**src/rtl/pipe_stage_reg.sv**
```systemverilog
// pipe_stage_reg: valid/ready pipeline register with optional skid entry, flush and saturating stall/bubble counters
module pipe_stage_reg #(
  parameter int DATA_W = 32,
  parameter int CTRL_W = 8,
  parameter int SKID = 1,
  parameter int CNT_W = 16
) (
  input  logic              clk,
  input  logic              reset,
  input  logic              in_valid,
  output logic              in_ready,
  input  logic [DATA_W-1:0] in_data,
  input  logic [CTRL_W-1:0] in_ctrl,
  input  logic              flush,
  output logic              out_valid,
  input  logic              out_ready,
  output logic [DATA_W-1:0] out_data,
  output logic [CTRL_W-1:0] out_ctrl,
  output logic [CNT_W-1:0]  stall_cnt,
  output logic [CNT_W-1:0]  bubble_cnt,
  input  logic              clr_cnt
);
  logic              main_v;
  logic [DATA_W-1:0] main_data;
  logic [CTRL_W-1:0] main_ctrl;
  logic              accept;
  logic              consume;
  assign accept    = in_valid & in_ready;
  assign consume   = main_v & out_ready;
  assign out_valid = main_v;
  assign out_data  = main_data;
  assign out_ctrl  = main_v ? main_ctrl : '0;
  if (SKID == 0) begin : g_single
    assign in_ready = ~main_v | out_ready;
    always_ff @(posedge clk or negedge reset)
      if (!reset) begin
        main_v    <= 1'b0;
        main_data <= '0;
        main_ctrl <= '0;
      end else if (flush) begin
        main_v    <= 1'b0;
        main_ctrl <= '0;
      end else if (in_ready) begin
        main_v <= in_valid;
        if (in_valid) begin
          main_data <= in_data;
          main_ctrl <= in_ctrl;
        end
      end
  end else begin : g_skid
    logic              skid_v;
    logic              rdy;
    logic [DATA_W-1:0] skid_data;
    logic [CTRL_W-1:0] skid_ctrl;
    assign in_ready = rdy;
    always_ff @(posedge clk or negedge reset)
      if (!reset) begin
        main_v    <= 1'b0;
        main_data <= '0;
        main_ctrl <= '0;
        skid_v    <= 1'b0;
        skid_data <= '0;
        skid_ctrl <= '0;
        rdy       <= 1'b1;
      end else if (flush) begin
        main_v    <= 1'b0;
        main_ctrl <= '0;
        skid_v    <= 1'b0;
        rdy       <= 1'b1;
      end else if (consume | ~main_v) begin
        if (skid_v) begin
          main_data <= skid_data;
          main_ctrl <= skid_ctrl;
          skid_v    <= 1'b0;
          rdy       <= 1'b1;
        end else begin
          main_v <= accept;
          if (accept) begin
            main_data <= in_data;
            main_ctrl <= in_ctrl;
          end
        end
      end else if (accept) begin
        skid_data <= in_data;
        skid_ctrl <= in_ctrl;
        skid_v    <= 1'b1;
        rdy       <= 1'b0;
      end
  end
  always_ff @(posedge clk or negedge reset)
    if (!reset) begin
      stall_cnt  <= '0;
      bubble_cnt <= '0;
    end else if (clr_cnt) begin
      stall_cnt  <= '0;
      bubble_cnt <= '0;
    end else begin
      if (main_v & ~out_ready & ~&stall_cnt) stall_cnt <= stall_cnt + 1'b1;
      if (~main_v & out_ready & ~&bubble_cnt) bubble_cnt <= bubble_cnt + 1'b1;
    end
endmodule

```
**config.mk**
```make
export PLATFORM = sky130hd
export DESIGN_NAME = pipe_stage_reg
export DESIGN_NICKNAME = d
export VERILOG_FILES = /design/src/rtl/pipe_stage_reg.sv
export SDC_FILE = /design/constraint.sdc
export NUM_CORES = 1
export LEC_CHECK = 0
export CAP_MARGIN = 15
export CORE_MARGIN = 5
export CORE_UTILIZATION = 48
export DETAILED_ROUTE_END_ITERATION = 12
export GPL_TIMING_DRIVEN = 1
export PLACE_DENSITY = 0.82
export SYNTH_ARGS = -nofsm -noshare
export SYNTH_HDL_FRONTEND = slang
export SYNTH_SLANG_ARGS = --single-unit
```
**constraint.sdc**
```tcl
create_clock -name clk -period 5.15 [get_ports clk]
set_input_delay 1.03 -clock clk [delete_from_list [all_inputs] [get_ports clk]]
set_output_delay 1.03 -clock clk [all_outputs]
set_load 0.01 [all_outputs]
```
==> flow_metrics.py <==
metrics = {
    "run_status": {
        "status": "finished clean",
    },
    "yosys": {
        "synthCells": 480,
        "synth_cell_type_count": 39,
        "ys_ff_latch": 115,
        "yosysMostFrequentCell": "dfrtp_1",
        "synth_edf_count": 0,
        "synth_ff_type": "dfrtp_1",
        "async_flop_share_pct": 100,
        "synth_area_um2": 5300,
        "syn_avg_cell_area_um2": 11.0,
        "synth_top_area_share_pct": 53.8,
        "synth.yosys.seq_area_share_pct": 54.3,
        "yosysWarnings": 0,
        "yosys-top-cells-count": "dfrtp_1 (114), a21oi_1 (57), nor2_1 (52)",
        "synth_top_cell_by_area": "dfrtp_1",
        "synth_area_leaders": "dfrtp_1 (54%), mux2_2 (9.3%), mux2i_1 (7.9%)",
        "synth_nets": 528,
    },
    "setup_path": {
        "cp-start-kind": "flop",
        "setup.worst_path.class": "reg -> out",
        "cp_max_fo": 14,
        "end_kind": "primary output",
        "worstPathRequired_ns": 4.12,
        "cp_data_arrival_time_ns": 1.90,
    },
    "grt": {
        "grt_max_degree": 80,
        "grt_pass1_wl_mm": 21.4,
        "globalRouteOverflowTotal": 0,
        "grt_pass1_vias": 4402,
        "track_usage_pct": 20.3,
        "antenna_found_initial": 0,
    },
    "routing": {
        "drc_errors": 0,
        "detailroute.via_count": 4156,
        "drt-total-wl_mm": 12.8,
        "vias_per_cell": 5.56,
        "drt-wirelength-per-cell_um": 17.2,
        "firstDrtPassIters": 4,
        "drt_iter0_drc": 264,
        "ant_nets": 0,
    },
    "floorplanning": {
        "die_width_um": 115,
        "start_util_pct": 48.9,
        "fp-row-count": 38,
        "core_area_um2": 10800,
        "io_pins": 120,
        "die_area_um2": 13200,
        "fp.dieH_um": 115,
    },
    "clock_tree": {
        "cts_buffers": 17,
        "root_buffer": "clkbuf_8",
        "h-tree-depth": 4,
        "post_cts_buffers": 0,
        "cts.clk_slew.worst_paths_ns": 0.06,
        "cts_hold_buffers": 0,
        "cts_resized": 0,
        "insertion_delay_ns": 0.52,
        "clockBufferDepth": 2,
        "tritoncts": "yes",
        "clkSinkCount": 115,
    },
    "sta": {
        "setup_viol": 0,
        "final_hold_viol_count": 0,
        "setup_slack_ns": 2.22,
        "rsz0062_at_grt": "false",
        "fmax_mhz": 341,
        "timing.final.crit_share_pct": 56.9,
        "slew_headroom_pct": 31.8,
        "min_period_ns": 2.93,
        "finalClockSkew_ns": 0.0104,
        "worst_pin_slew_ns": 1.02,
        "fin_setup_tns_ns": 0,
        "drv_slew": 0,
    },
    "pwr": {
        "finalPower_mw": 2.67,
        "p_per_area_nw_per_um2": 371,
        "p_leak_nw": 2.80,
        "ir_worst_vdd_mv": 0.238,
    },
    "finish": {
        "layout.nets": 643,
        "num-fill-cells": 862,
        "area_delta_synth_final_pct": 35.8,
        "layout-drive-gt1-share_pct": 15.3,
        "final_util_pct": 66.4,
        "diodes": 0,
    },
    "run": {
        "drv_cap": 0,
    },
    "placement": {
        "hpwl_mm": 8.37,
        "place_congestion": 0.813,
        "port_buffers": 119,
        "dp_slack_ns": 1.97,
    },
    "min_path": {
        "hold_path_class": "reg -> reg",
    },
}
==> layout make-up <==
cell class | instances | area, um2 | share of cell area (%)
multi-input cells | 330 | 2300 | 32.0
inverters | 5 | 18.8 | 0.261
well taps | 140 | 175 | 2.43
clock inverters | 13 | 135 | 1.88
repair buffers | 126 | 1240 | 17.2
flip-flops and latches | 115 | 2880 | 40.0
clock buffers | 19 | 442 | 6.14
==> per-layer routing <==
layer	vias to the layer above	GRT usage [%]	share of wire, %
li1	1986	-	-
met1	2020	26.5	44
met2	134	32.2	48
met4	0	7.28	1.4
met3	16	6.32	6.6
met5	-	0	0
==> state kept, by name, indices dropped and copies added, names as in the netlist <==
| register | count |
|---|---|
| g_skid.skid_v | 1 |
| bubble_cnt | 16 |
| stall_cnt | 16 |
| in_ready | 1 |
| g_skid.skid_data | 32 |
| main_ctrl | 8 |
| out_data | 32 |
| g_skid.skid_ctrl | 8 |
| out_valid | 1 |
==> worst max-delay path, cell delays in order, from the launching register on <==
cell	delay, ns
dfrtp_1	0.63
and2_1	0.21
clkdlybuf4s50_1	0.55
==> cell families after synthesis <==
kind of cell / Yosys count / synth area share, %
AOI/OAI and AO/OA: 95 / 10.3
buffers and inverters: 35 / 2.57
DFF: 115 / 54.3
and+or+nand+nor: 146 / 14.8
muxes: 86 / 17.3
xor gates and xnor gates: 1 / 0.165
adders and majority gates: 2 / 0.472
==> report_power, final <==
group / switching, mW / internal (mW)
clock network: 0.418 / 0.710
logic: 0.171 / 0.231
registers: 0.0877 / 1.05
==> cell usage in the layout, fill, tap and decap left out, types with 2 or more instances in the layout <==
master | Yosys | layout
clkinvlp_4 | 0 | 5
buf_4 | 0 | 8
nor4_1 | 7 | 7
o21ai_0 | 11 | 11
clkinv_4 | 0 | 2
nor3_1 | 6 | 5
clkinv_2 | 0 | 4
nor2_1 | 52 | 52
o31ai_1 | 11 | 11
nand2b_1 | 3 | 3
nor2b_1 | 7 | 7
or4_1 | 13 | 13
mux2i_1 | 42 | 42
bufinv_16 | 0 | 2
a211oi_1 | 8 | 8
a21oi_1 | 57 | 57
clkbuf_16 | 0 | 16
and3_1 | 3 | 3
dfrtp_1 | 114 | 113
nand3_1 | 6 | 6
or3_1 | 9 | 9
mux2_2 | 44 | 44
ha_1 | 2 | 2
nand4_1 | 12 | 12
o31a_1 | 2 | 2
and4_1 | 2 | 2
clkbuf_8 | 0 | 3
clkdlybuf4s50_1 | 0 | 118
nand2_1 | 10 | 10
inv_1 | 5 | 5
and2_1 | 9 | 9
nand3_2 | 2 | 2
==> metrics by stage <==
step,hold slack [ns],instances,cell area (um2)
floorplan,0.480,480,5300
global placement,0.489,716,6620
detailed placement,0.496,716,6620
CTS,0.509,748,7200
global route,0.519,748,7200
finish,0.507,748,7200
==> final timing paths <==
check | start | to | slack, ns | cells past startpoint
min in group asynchronous | reset | stall_cnt[9] | 0.70 | 1
worst min-delay path | g_skid.skid_data[29] | g_skid.skid_data[29] | 0.51 | 1
worst max-delay path | out_valid | out_ctrl[2] | 2.22 | 2
worst min register to register | g_skid.skid_data[29] | g_skid.skid_data[29] | 0.51 | 1
max in group asynchronous | reset | g_skid.skid_data[10] | 3.38 | 2
worst max register to register | out_valid | stall_cnt[13] | 2.92 | 4
(Power assumes the default switching activity.)
